===== config.mk =====
export PLATFORM = sky130hd
export DESIGN_NAME = paddle_quad_enc
export DESIGN_NICKNAME = d
export VERILOG_FILES = /design/src/rtl/paddle_pkg.sv /design/src/rtl/paddle_quad_enc_quad_sync2.sv /design/src/rtl/paddle_quad_enc.sv
export SDC_FILE = /design/constraint.sdc
export NUM_CORES = 1
export LEC_CHECK = 0
export CELL_PAD_IN_SITES_DETAIL_PLACEMENT = 0
export CELL_PAD_IN_SITES_GLOBAL_PLACEMENT = 1
export CORE_MARGIN = 3
export CORE_UTILIZATION = 42
export DETAILED_ROUTE_END_ITERATION = 7
export GPL_TIMING_DRIVEN = 1
export PLACE_DENSITY_LB_ADDON = 0.1
export SKIP_LAST_GASP = 1
export SYNTH_ARGS = -nofsm -noshare
export SYNTH_HDL_FRONTEND = slang
export SYNTH_SLANG_ARGS = --single-unit

===== constraint.sdc =====
create_clock -name clk_sys -period 5.1 [get_ports clk_sys]
set_input_delay 0.51 -clock clk_sys [delete_from_list [all_inputs] [get_ports clk_sys]]
set_output_delay 0.51 -clock clk_sys [all_outputs]
set_load 0.01 [all_outputs]

===== src/rtl/paddle_pkg.sv =====
// Shared types and constants for the paddle quadrature encoder.
// Holds the FSM state enum, the Gray phase-to-{a,b} table and the
// signed position-delta type.
package paddle_pkg;

   typedef enum logic [1:0] {
      ST_SYNC = 2'd0,
      ST_IDLE = 2'd1,
      ST_STEP = 2'd2
   } state_t;

   typedef logic signed [8:0] delta_t;

   // Phase index p -> {a,b}: 0:00, 1:01, 2:11, 3:10 (two bits per entry, p=0 in the LSBs)
   localparam logic [7:0] PHASE_TABLE = 8'b10_11_01_00;

   function automatic logic [1:0] phase_ab(input logic [1:0] p);
      return PHASE_TABLE[{p, 1'b0} +: 2];
   endfunction

   function automatic logic [8:0] abs_delta(input delta_t d);
      return d[8] ? 9'(-d) : 9'(d);
   endfunction

endpackage


===== src/rtl/paddle_quad_enc_quad_sync2.sv =====
// Two-flop synchronizer for the external encoder phases, plus a
// one-cycle pulse whenever the synchronized pair changes.
module quad_sync2 (
   input  logic       clk_sys,
   input  logic       reset,
   input  logic       ext_a,
   input  logic       ext_b,
   output logic [1:0] sync_ab,
   output logic       change
);

   logic [1:0] meta;
   logic [1:0] sync;
   logic [1:0] prev;

   // Synchronizer chain and the one-cycle-delayed copy used for edge detection
   always_ff @(posedge clk_sys) begin
      if (reset) begin
         meta <= 2'b00;
         sync <= 2'b00;
         prev <= 2'b00;
      end else begin
         meta <= {ext_a, ext_b};
         sync <= meta;
         prev <= sync;
      end
   end

   assign sync_ab = sync;
   assign change  = (sync != prev);

endmodule


===== src/rtl/paddle_quad_enc.sv =====
// Absolute paddle position -> rate-limited quadrature stream, with
// automatic hand-over to a physical encoder on ext_a/ext_b.
// Optional build macro PADDLE_DEADZONE_EN: a move starts from idle only
// when |target-pos| exceeds DEADZONE; once moving it runs to delta 0.
//
// state | meaning
// SYNC  | waiting for target_en; first enabled cycle loads pos from target
// IDLE  | pos matches target (or within deadzone); no steps pending
// STEP  | divider running; one phase step per terminal count until delta 0
import paddle_pkg::*;

module paddle_quad_enc #(
   parameter int STEP_DIV = 5500,
   parameter int DEADZONE = 2
) (
   input  logic       clk_sys,
   input  logic       reset,
   input  logic [7:0] target,
   input  logic       target_en,
   input  logic       ext_a,
   input  logic       ext_b,
   output logic       enc_a,
   output logic       enc_b,
   output logic       use_ext,
   output logic       busy
);

   localparam logic [15:0] DIV_LAST = 16'(STEP_DIV - 1);

   state_t      state;
   state_t      state_next;
   logic [15:0] div;
   logic [1:0]  p;
   logic [7:0]  pos;
   delta_t      delta;
   logic        tc;
   logic        start;
   logic        load;
   logic        step_inc;
   logic        step_dec;
   logic        step_q;
   logic        use_ext_q;
   logic        use_ext_next;
   logic [1:0]  enc_q;
   logic [1:0]  ext_ab;
   logic        ext_chg;

   quad_sync2 u_sync (
      .clk_sys (clk_sys),
      .reset   (reset),
      .ext_a   (ext_a),
      .ext_b   (ext_b),
      .sync_ab (ext_ab),
      .change  (ext_chg)
   );

   // Both operands are 0..255, so delta spans -255..255 and a step can never leave that range
   assign delta = delta_t'({1'b0, target}) - delta_t'({1'b0, pos});
   assign tc    = (div == DIV_LAST);

`ifdef PADDLE_DEADZONE_EN
   assign start = (abs_delta(delta) > 9'(DEADZONE));
`else
   logic unused_deadzone;
   assign unused_deadzone = (DEADZONE < 0);
   assign start = (delta != 9'sd0);
`endif

   // State register
   always_ff @(posedge clk_sys) begin
      if (reset) state <= ST_SYNC;
      else       state <= state_next;
   end

   // Next-state logic
   always_comb begin
      state_next = state;
      case (state)
         ST_SYNC: if (target_en) state_next = ST_IDLE;
         ST_IDLE: begin
            if (!target_en)  state_next = ST_SYNC;
            else if (start)  state_next = ST_STEP;
         end
         ST_STEP: begin
            if (!target_en)                      state_next = ST_SYNC;
            else if (tc && (delta == 9'sd0))     state_next = ST_IDLE;
         end
         default: state_next = ST_SYNC;
      endcase
   end

   // FSM outputs: position load, step requests and busy flag
   always_comb begin
      load     = 1'b0;
      step_inc = 1'b0;
      step_dec = 1'b0;
      busy     = 1'b0;
      case (state)
         ST_SYNC: load = target_en;
         ST_STEP: begin
            busy = 1'b1;
            if (target_en && tc) begin
               step_inc = !delta[8] && (delta != 9'sd0);
               step_dec = delta[8];
            end
         end
         default: ;
      endcase
   end

   // Divider, phase index and told-position datapath
   always_ff @(posedge clk_sys) begin
      if (reset) begin
         div    <= 16'd0;
         p      <= 2'd0;
         pos    <= 8'd0;
         step_q <= 1'b0;
      end else begin
         step_q <= step_inc | step_dec;
         if (load) begin
            pos <= target;
         end else if (step_inc) begin
            pos <= pos + 8'd1;
            p   <= p + 2'd1;
         end else if (step_dec) begin
            pos <= pos - 8'd1;
            p   <= p - 2'd1;
         end
         if ((state != ST_STEP) || tc) div <= 16'd0;
         else                          div <= div + 16'd1;
      end
   end

   // An external edge wins over a synthesized step landing in the same cycle
   assign use_ext_next = ext_chg ? 1'b1 : (step_q ? 1'b0 : use_ext_q);

   // Registered source select and output mux
   always_ff @(posedge clk_sys) begin
      if (reset) begin
         use_ext_q <= 1'b0;
         enc_q     <= 2'b00;
      end else begin
         use_ext_q <= use_ext_next;
         enc_q     <= use_ext_next ? ext_ab : phase_ab(p);
      end
   end

   assign enc_a   = enc_q[1];
   assign enc_b   = enc_q[0];
   assign use_ext = use_ext_q;

endmodule


==> parameters.txt <==
Parameter                              Value

Outcome
  Outcome    finished, final reports clean

Clock network
  Total clock buffers created by CTS    5
  # hold bufs at CTS    0
  Clock Sink Count    38
  Clock-pin slew reported for the worst setup and hold paths after clock tree synthesis    about 0.08 ns
  Clock network latency to the later pin of the worst-skew pair    0.29 ns
  CTS tree    built
  Max Buffers Root-to-Sink    2
  Number of resized instances in the post-cts repair step    0
  H-tree level count    2
  Post-CTS Setup Bufs    0
  Root buffer cell    sky130_fd_sc_hd__clkbuf_8

Finish
  Commonest non-fill, non-tap cell in the layout    sky130_fd_sc_hd__dfxtp_1
  Number of antenna repair diodes    0
  Most frequent cells in the layout    sky130_fd_sc_hd__dfxtp_1, sky130_fd_sc_hd__nor2_1, sky130_fd_sc_hd__nand2_1
  Count of filler cells inserted in the layout    533
  Share of post-route cells with drive strength above 1    6.762%
  Utilization after layout    50.29%
  Post-synthesis to final-layout area growth    14.99%
  Net count, final    311

Synth
  Area of the mapped netlist    ~0.0023 mm2
  Number of enable-type register cells in the synthesized netlist    0
  Count of yosys warnings during synthesis    0
  Number of distinct library cells after synthesis    50
  Mean Syn Cell Area    around 8.7 um2
  Primary FF master, synth    sky130_fd_sc_hd__dfxtp_1
  Seq cells post-synth    38
  Cell types occupying the most area after synthesis    sky130_fd_sc_hd__dfxtp_1, sky130_fd_sc_hd__ha_1, sky130_fd_sc_hd__xor2_1, sky130_fd_sc_hd__nor2_1, sky130_fd_sc_hd__xnor2_1
  Share of the yosys chip area belonging to registers    33.63%
  Net count of the mapped netlist    approximately 290
  Post-synthesis instance total    260
  Synth area leader    sky130_fd_sc_hd__dfxtp_1
  Area fraction of the dominant cell type after synthesis    roughly a third
  Post-synthesis async set-or-reset flop share    0%

Place
  Routability congestion estimate    0.7855
  Count of input and output buffers    16
  Placed wire-length estimate after detailed placement    ~3500 um

Timing
  Worst setup skew after layout    around 0.0088 ns
  Post-route setup TNS    0 ns
  Pins Over Slew Limit    0
  Unrepaired setup endpoints after global routing    no
  Final worst hold slack    between 0.4 and 0.5 ns
  Fraction of the cycle the final worst path needs    a little under nine tenths
  Transition time of the tightest slew-check pin    slightly above 0.6 ns
  Final hold violations    0
  Crit path time final    about 4.3 ns
  Relative slew slack    58.68%
  Count of final setup violators    0
  F_max    0.2301 GHz

Power and ir drop
  Portion of total power attributed to the clock network    between 30% and 40%
  Power Internal    479.8 uW
  Power share of the sequential group    between 40% and 50%
  Cell Pwr Density    ~260 mW/mm2
  P_leak    ~0.94 nW
  Largest voltage drop on the vdd net    0.1860 mV
  Share of total power consumed by net switching    27.91%
  Combinational group share of total power    between 20% and 30%
  Net load switching power    185.8 uW

Drt
  Count of vias placed by the detailed router    around 1800
  DR iter-0 viols    48
  Routed via count divided by cell count    between 5 and 6
  DR DRC count    0
  Number of antenna-violating nets in the routed design    0
  Overall routed net length    4566 um
  Post-DR wirelength/cell    roughly 13 um
  Detailed-router iteration count before antenna repair    5

Die
  Initial cell density of the core    about 44%
  Row count    26
  Vert. Die Dim    around 80 um
  Horiz. Die Dim    between 70 and 80 um
  Full die area    between 0.006 and 0.007 mm2
  Core Footprint    0.005172 mm2
  I/O pin cnt    17

Worst setup path
  Data required time of the critical path    5.30 ns
  Critical path class    in2reg
  Kind of end point of the critical path    flop
  Critical-path maximum fanout    8
  Kind of start point of the critical path    primary input
  Data arrival time at the worst-slack endpoint    approximately 4.5 ns

Global routing
  GRT busiest layer    met2
  Total gr overflow    0
  Antenna violations before repair    0
  Global-route met2 utilization    between 20% and 30%
  Largest net degree at the start of global routing    17
  First-pass GRT wire length    ~7700 um
  Met1 usage in global routing    about a fifth
  Via count of the first global-routing pass    between 1500 and 2000
  Global routing usage on met3    between 3 and 4%
  GR Util All Layers    between 15 and 20%

Job
  Number of max-cap violations    0

Hold path
  Min-delay worst type    reg2reg
power by group through the flow:
stage	Sequential [mW]	Combinational, mW	Clock (mW)
2_1_floorplan	0.319	0.102	0
3_3_place_gp	0.320	0.138	0
3_5_place_dp	0.320	0.138	0
4_1_cts	0.313	0.139	0.220
5_1_grt	0.314	0.155	0.233
6_report	0.313	0.138	0.215
registers in the layout, summed over array words and instances (netlist names), 2 cells and up:
register / cells
enc_q: 2
p: 2
u_sync.prev: 2
div: 16
state: 2
pos: 8
u_sync.meta: 2
u_sync.sync_ab: 2
synthesized netlist by cell type, types with 4 or more instances:
cell type                   n
sky130_fd_sc_hd__ha_1      16
sky130_fd_sc_hd__nand3b_1   4
sky130_fd_sc_hd__a21oi_1   14
sky130_fd_sc_hd__nor2b_1   12
sky130_fd_sc_hd__nand2_1   17
sky130_fd_sc_hd__nor3_1     8
sky130_fd_sc_hd__or3_1      5
sky130_fd_sc_hd__dfxtp_1   38
sky130_fd_sc_hd__nor2_1    28
sky130_fd_sc_hd__o21ai_0    6
sky130_fd_sc_hd__inv_1     16
sky130_fd_sc_hd__a22oi_1    4
sky130_fd_sc_hd__xnor2_1   10
sky130_fd_sc_hd__nand3_1   13
sky130_fd_sc_hd__xor2_1    15
sky130_fd_sc_hd__clkbuf_1   4
sky130_fd_sc_hd__nand4_1    5
logic make-up after synthesis:
group           synth area share, %
flops                         33.63
fa+ha+maj                     10.62
buf+inv                       3.484
mux                          0.9402
compound gates                17.31
xor+xnor                      9.679
simple gates                  24.34
area by class of cell:
type                    instances  area (um2)  area share (%)
well taps                      70       87.58           3.367
multi-input cells             201        1423           54.69
inverters                      16       60.06           2.309
clock buffers                   6       82.58           3.175
repair buffers                 18       175.2           6.734
flip-flops and latches         38       760.7           29.24
clock inverters                 2       12.51          0.4810
per-stage QoR:
step,worst slack (ns),cells,total power [mW],cell area (um2)
global route,0.3295,351,0.7022,2601
finish,0.7542,351,0.6656,2601
detailed placement,0.4520,343,0.4580,2506
floorplan,1.256,260,0.4203,2262
global placement,0.5502,343,0.4582,2506
CTS,0.7431,351,0.6715,2601
worst max-delay path: stages:
cell	delay, ns
sky130_fd_sc_hd__clkdlybuf4s50_1	0.48
sky130_fd_sc_hd__inv_1	0.05
sky130_fd_sc_hd__ha_1	0.22
sky130_fd_sc_hd__fa_1	0.44
sky130_fd_sc_hd__xor2_1	0.17
sky130_fd_sc_hd__nand3_1	0.11
sky130_fd_sc_hd__a311o_1	0.32
sky130_fd_sc_hd__a221oi_2	0.33
sky130_fd_sc_hd__nand2_1	0.10
sky130_fd_sc_hd__nand3b_1	0.31
sky130_fd_sc_hd__ha_1	0.31
sky130_fd_sc_hd__a21oi_1	0.20
sky130_fd_sc_hd__o211ai_1	0.15
sky130_fd_sc_hd__nor4_1	0.18
sky130_fd_sc_hd__nor3_1	0.10
sky130_fd_sc_hd__xnor2_1	0.20
sky130_fd_sc_hd__a211oi_1	0.10
sky130_fd_sc_hd__a311oi_1	0.25
routing by layer:
metal,vias up,share of wire [%]
met1,828,48
met2,24,48
met5,-,0
met3,5,3.5
met4,0,0.50
li1,963,-
final timing paths:
kind | slack (ns) | depth (start not counted) | endpoint | startpoint
max | 0.75 | 18 | pos[7]$_SDFFE_PP0P_ | target[0]
min | 0.44 | 1 | u_sync.sync_ab[0]$_SDFF_PP0_ | u_sync.meta[0]$_SDFF_PP0_
max reg2reg | 0.98 | 16 | pos[7]$_SDFFE_PP0P_ | pos[0]$_SDFFE_PP0P_
min reg2reg | 0.44 | 1 | u_sync.sync_ab[0]$_SDFF_PP0_ | u_sync.meta[0]$_SDFF_PP0_
Note: power is estimated with default switching activity, not from simulation.
